<file path="config.mk">
export PLATFORM = sky130hd
export DESIGN_NAME = fir_mac_engine
export DESIGN_NICKNAME = d
export VERILOG_FILES = /design/src/rtl/fir_mac_engine.sv
export SDC_FILE = /design/constraint.sdc
export NUM_CORES = 2
export LEC_CHECK = 0
export CORE_MARGIN = 10
export CORE_UTILIZATION = 61
export DETAILED_ROUTE_END_ITERATION = 16
export DONT_BUFFER_PORTS = 1
export PLACE_DENSITY = 0.9
export SLEW_MARGIN = 20
export SYNTH_ARGS = -nofsm -noshare
export SYNTH_HDL_FRONTEND = slang
export SYNTH_SLANG_ARGS = --single-unit
export TNS_END_PERCENT = 5
</file>
<file path="constraint.sdc">
create_clock -name ACLK -period 9.6 [get_ports ACLK]
set_input_delay 2.4 -clock ACLK [delete_from_list [all_inputs] [get_ports ACLK]]
set_output_delay 2.4 -clock ACLK [all_outputs]
set_load 0.03 [all_outputs]
</file>
<file path="src/rtl/fir_mac_engine.sv">
// T-tap FIR engine: streams samples through a circular history RAM and a tap RAM, one MAC per cycle.
// Latency: sample accepted in cycle c gives a result in cycle c+T+2; one sample per T+3 cycles at best.
// Backpressure: the result stays held in OUT until sm_tready, and ss_tready is low outside IN.
module fir_mac_engine #(
  parameter int DATA_WIDTH = 32,
  parameter int ADDR_WIDTH = 12,
  parameter int TAP_NUM    = 11
) (
  input  logic                  ACLK,
  input  logic                  ARESET,
  input  logic                  ap_start,
  output logic                  ap_done,
  output logic                  ap_idle,
  input  logic [31:0]           data_length,
  input  logic                  ss_tvalid,
  input  logic [DATA_WIDTH-1:0] ss_tdata,
  input  logic                  ss_tlast,
  output logic                  ss_tready,
  output logic                  sm_tvalid,
  output logic [DATA_WIDTH-1:0] sm_tdata,
  output logic                  sm_tlast,
  input  logic                  sm_tready,
  output logic                  tap_EN,
  output logic [ADDR_WIDTH-1:0] tap_A,
  input  logic [DATA_WIDTH-1:0] tap_Do,
  output logic                  data_EN,
  output logic [3:0]            data_WE,
  output logic [ADDR_WIDTH-1:0] data_A,
  output logic [DATA_WIDTH-1:0] data_Di,
  input  logic [DATA_WIDTH-1:0] data_Do
);

  localparam int CW = $clog2(TAP_NUM + 1);
  localparam logic [CW-1:0] T_C    = CW'(TAP_NUM);
  localparam logic [CW-1:0] T_LAST = CW'(TAP_NUM - 1);

  typedef enum logic [2:0] {S_IDLE, S_INIT, S_IN, S_MAC, S_OUT, S_DONE} state_t;

  state_t                state_q, state_d;
  logic [31:0]           len_q, len_d, cnt_q, cnt_d;
  logic [CW-1:0]         wp_q, wp_d, k_q, k_d;
  logic [CW-1:0]         ridx;
  logic [DATA_WIDTH-1:0] acc_q, acc_d, prod;
  logic                  last;
  logic                  unused_tlast;

  assign unused_tlast = ss_tlast;
  assign prod = tap_Do * data_Do;
  assign last = (cnt_q == len_q - 32'd1);
  // Newest sample sits at wp; tap j pairs with the sample j steps older, modulo T.
  assign ridx = (wp_q >= k_q) ? (wp_q - k_q) : (wp_q + T_C - k_q);

  function automatic logic [ADDR_WIDTH-1:0] word_addr(input logic [CW-1:0] idx);
    return ADDR_WIDTH'(idx) << 2;
  endfunction

  always_ff @(posedge ACLK) begin
    if (!ARESET) begin
      state_q <= S_IDLE;
      len_q   <= '0;
      cnt_q   <= '0;
      wp_q    <= '0;
      k_q     <= '0;
      acc_q   <= '0;
    end else begin
      state_q <= state_d;
      len_q   <= len_d;
      cnt_q   <= cnt_d;
      wp_q    <= wp_d;
      k_q     <= k_d;
      acc_q   <= acc_d;
    end
  end

  always_comb begin
    state_d   = state_q;
    len_d     = len_q;
    cnt_d     = cnt_q;
    wp_d      = wp_q;
    k_d       = k_q;
    acc_d     = acc_q;
    ap_done   = 1'b0;
    ap_idle   = 1'b0;
    ss_tready = 1'b0;
    sm_tvalid = 1'b0;
    sm_tdata  = '0;
    sm_tlast  = 1'b0;
    tap_EN    = 1'b0;
    tap_A     = '0;
    data_EN   = 1'b0;
    data_WE   = 4'h0;
    data_A    = '0;
    data_Di   = '0;
    case (state_q)
      S_IDLE: begin
        ap_idle = 1'b1;
        if (ap_start) begin
          state_d = S_INIT;
          len_d   = data_length;
          cnt_d   = '0;
          wp_d    = '0;
          k_d     = '0;
        end
      end
      S_INIT: begin
        data_EN = 1'b1;
        data_WE = 4'hF;
        data_A  = word_addr(k_q);
        k_d     = k_q + 1'b1;
        if (k_q == T_LAST) begin
          k_d     = '0;
          state_d = (len_q == 32'd0) ? S_DONE : S_IN;
        end
      end
      S_IN: begin
        ss_tready = 1'b1;
        if (ss_tvalid) begin
          data_EN = 1'b1;
          data_WE = 4'hF;
          data_A  = word_addr(wp_q);
          data_Di = ss_tdata;
          k_d     = '0;
          acc_d   = '0;
          state_d = S_MAC;
        end
      end
      S_MAC: begin
        // Reads issued at step k return at step k+1, so accumulation trails addressing by one.
        if (k_q != T_C) begin
          tap_EN  = 1'b1;
          data_EN = 1'b1;
          tap_A   = word_addr(k_q);
          data_A  = word_addr(ridx);
        end
        if (k_q != '0) acc_d = acc_q + prod;
        if (k_q == T_C) begin
          k_d     = '0;
          state_d = S_OUT;
        end else begin
          k_d = k_q + 1'b1;
        end
      end
      S_OUT: begin
        sm_tvalid = 1'b1;
        sm_tdata  = acc_q;
        sm_tlast  = last;
        if (sm_tready) begin
          cnt_d   = cnt_q + 32'd1;
          wp_d    = (wp_q == T_LAST) ? '0 : wp_q + 1'b1;
          state_d = last ? S_DONE : S_IN;
        end
      end
      S_DONE: begin
        ap_done = 1'b1;
        state_d = S_IDLE;
      end
      default: state_d = S_IDLE;
    endcase
  end

endmodule

</file>
==> metrics.md <==
| Metric | Value |
|---|---|
| Setup TNS | 0 ns |
| Critical Path RT | 9.84 ns |
| FF-to-FF path depth | 24 |
| DRC | 0 |
| Worst-path maximum fanout | 32 |
| Critical Path Start Type | input pin |
| Hold path depth | 2 |
| Synth Register Bits | 107 |
| Vias per cell | 6.01 |
| Clk_skew | 0.0118 ns |
| Final min period | 9.13 ns |
| Yosys warns | 0 |
| Rel. slew slack | 30.3% |
| Clock transition at path regs | 0.08 ns |
| Critical path's most frequent cell | fa_1 |
| Cell accounting for the most synthesized area | fa_1 |
| Total GRT Usage | around 29% |
| Sequential fraction of the synthesis area | a little under a tenth |
| Leading cell type in the layout, fill and taps excluded | inv_1 |
| Synth cell types | around 70 |
| Crit path max-delay cell type | fa_1 |
| Resize count post-CTS | 0 |
| Outcome | completed |
| I/O Pins | 233 |
| Delay-heaviest family, CP | adder cells |
| Final setup vio count | 0 |
| Clock Path Buffers | 2 |
| Slew @ Worst Pin | around 1.0 ns |
| CTS tree | done |
| Hold_buf cts | 0 |
| Crit path largest cell delay | 0.55 ns |
| Levels on crit path | 25 |
| FP Rows | 71 |
| Leading cell types in the layout, fill and taps excluded | inv_1 (514), fa_1 (441), nand2_1 (343), and2_1 (324), ha_1 (139) |
| Post-DRT Antenna Nets | 0 |
| Unrepaired setup endpoints after global routing | false |
| Crit path buf inv count | 6 |
| Placed inst area | 23300 µm² |
| WHS | 0.488 ns |
| Share of cells above drive strength 1 | 1.43% |
| WP data arrival | 9.37 ns |
| Final Cell Area | 23600 µm² |
| Worst setup EP type | flop |
| Die footprint | 46200 µm² |
| Postcts setup bufs | 0 |
| Fillers | 2889 |
| Tcrit/Tclk final | 95.1% |
| First-pass GRT wire length | 107000 µm |
| Mean Syn Cell Area | 8.54 µm² |
| Total congestion overflow | 0 |
| Clk_lat worst skew | 0.37 ns |
| Initial DRC count | 1870 |
| Hold Crit Class | reg -> reg |
| Number of max-cap violations | 0 |
| Fin. Hold Viols | 0 |
| Placed wire-length estimate | about 52000 µm |
| Number of synthesized flops with an enable pin | 0 |
| CTS H-Tree Depth | 3 |
| Top FF cell, synth | dfxtp_1 |
| PortBufs | 0 |
| P&R area growth vs syn | 1.76% |
| Initial antenna violation count | 1 |
| Final Util | 62.8% |
| Synth top area share | 38.1% |
| Final wirelength | ~66000 µm |
| Synth async-reset ratio | 0% |
| CTS sink count | 107 |
| Max Slew Vio Count | 0 |
| Total clock buffers created by CTS | 9 |
| Multi-input gate area | 18500 µm² |
| # diodes | 0 |
| Fmax | approximately 110 MHz |
| Vias | 18.7k |
| Die H | between 200 and 250 µm |
| Dominant cells by area after synthesis | fa_1 (38%), dfxtp_1 (9.2%), and2_1 (8.7%) |
| Die W | 215 µm |
| FF+latch area | between 2000 and 2500 µm² |
| Fin nets | 3305 |
| Post-synthesis cell count | 2715 |
| Flop2flop setup slack | 2.29 ns |
| Mapped cell area | 23200 µm² |
| Gpl congestion | 0.940 |
| Routed wire per std cell | 21.3 µm |
| Initial DRT Pass Iterations | 6 |
| WS Path Type | in -> reg |
| Core Area | 37600 µm² |
| Initial Utilization | around three fifths |
| CTS root buf | clkbuf_16 |
| Largest net degree at the start of global routing | 62 |
| Vias in the first global route | approximately 20k |
-- area by class of cell --
class,instances,share of cell area (%)
multi-input combinational,1952,78.5
clock inverter,7,0.398
clock buffer,9,0.955
sequential,107,9.08
tap,511,2.71
inverter,515,8.20
timing repair buffer,6,0.191
-- worst reg2reg max path, cell delays in order, from the launching register on --
cell       delay, ns
dfxtp_1         0.38
fa_1            0.55
fa_1            0.51
fa_1            0.50
inv_1           0.06
fa_1            0.54
inv_1           0.07
fa_1            0.52
inv_1           0.07
fa_1            0.55
inv_1           0.06
fa_1            0.48
inv_1           0.06
fa_1            0.49
inv_1           0.05
ha_1            0.37
a2111oi_0       0.45
o21ai_0         0.15
o21ai_0         0.18
o21ai_0         0.19
o2111ai_1       0.22
nand3_1         0.15
o41a_1          0.35
xnor2_1         0.15
o21ai_0         0.09
-- registers in the layout, indices dropped and copies added, names as in the netlist --
name,count
cnt_q,32
acc_q,32
len_q,32
state_q,3
wp_q,4
k_q,4
-- synth_stat cells (all sizes together) (3+ instances only) --
| master | number |
|---|---|
| inv | 514 |
| nor4 | 18 |
| nor2b | 9 |
| nor3 | 24 |
| and2 | 326 |
| dfxtp | 107 |
| o31ai | 4 |
| nor2 | 106 |
| a2111oi | 5 |
| xnor2 | 109 |
| nor3b | 9 |
| mux2i | 3 |
| buf | 23 |
| clkbuf | 133 |
| nand2b | 6 |
| or2 | 5 |
| or3 | 8 |
| or4 | 8 |
| xor2 | 57 |
| ha | 139 |
| o21bai | 3 |
| o21a | 9 |
| a31oi | 4 |
| a22oi | 17 |
| nand4 | 16 |
| nand2 | 343 |
| a211oi | 8 |
| a21o | 14 |
| o21ai | 40 |
| a21oi | 63 |
| a222oi | 3 |
| nor4b | 5 |
| fa | 441 |
| nand3 | 21 |
| and3 | 76 |
-- path summary, 6_finish.rpt --
path / endpoint / from
worst max-delay path: acc_q[31]$_SDFFE_PN0P_ / data_Do[0]
worst min-delay path: len_q[18]$_SDFFE_PN0P_ / len_q[18]$_SDFFE_PN0P_
worst max register to register: acc_q[31]$_SDFFE_PN0P_ / acc_q[18]$_SDFFE_PN0P_
worst min register to register: len_q[18]$_SDFFE_PN0P_ / len_q[18]$_SDFFE_PN0P_
-- per-stage QoR --
step	setup slack, ns	instances
2_1_floorplan	0.492	2730
3_3_place_gp	0.455	3091
3_5_place_dp	0.180	3091
4_1_cts	0.554	3107
5_1_grt	0.133	3107
6_report	0.474	3107
-- cell families (layout without fill, tap and decap cells) --
group           Yosys count  after routing  synth area share, %
compound gates          193            193                 5.31
xor+xnor                166            166                 6.27
fa+ha+maj               580            580                 45.6
buf+inv                 671            537                 11.2
flops                   107            107                 9.24
mux                       4              4                0.178
other cells               1             16               0.0162
simple gates            993            993                 22.2
-- metal layers --
layer / vias up / part of all wire [%] / global-route usage [%]
li1: 7929 / - / -
met3: 338 / 12 / 8.13
met2: 1216 / 48 / 47.8
met5: - / 0 / 0
met4: 0 / 5.3 / 14.4
met1: 9187 / 35 / 33.6
Power is not shown: default switching activity piles up to over one toggle a cycle in this logic, so the estimate is an artifact.
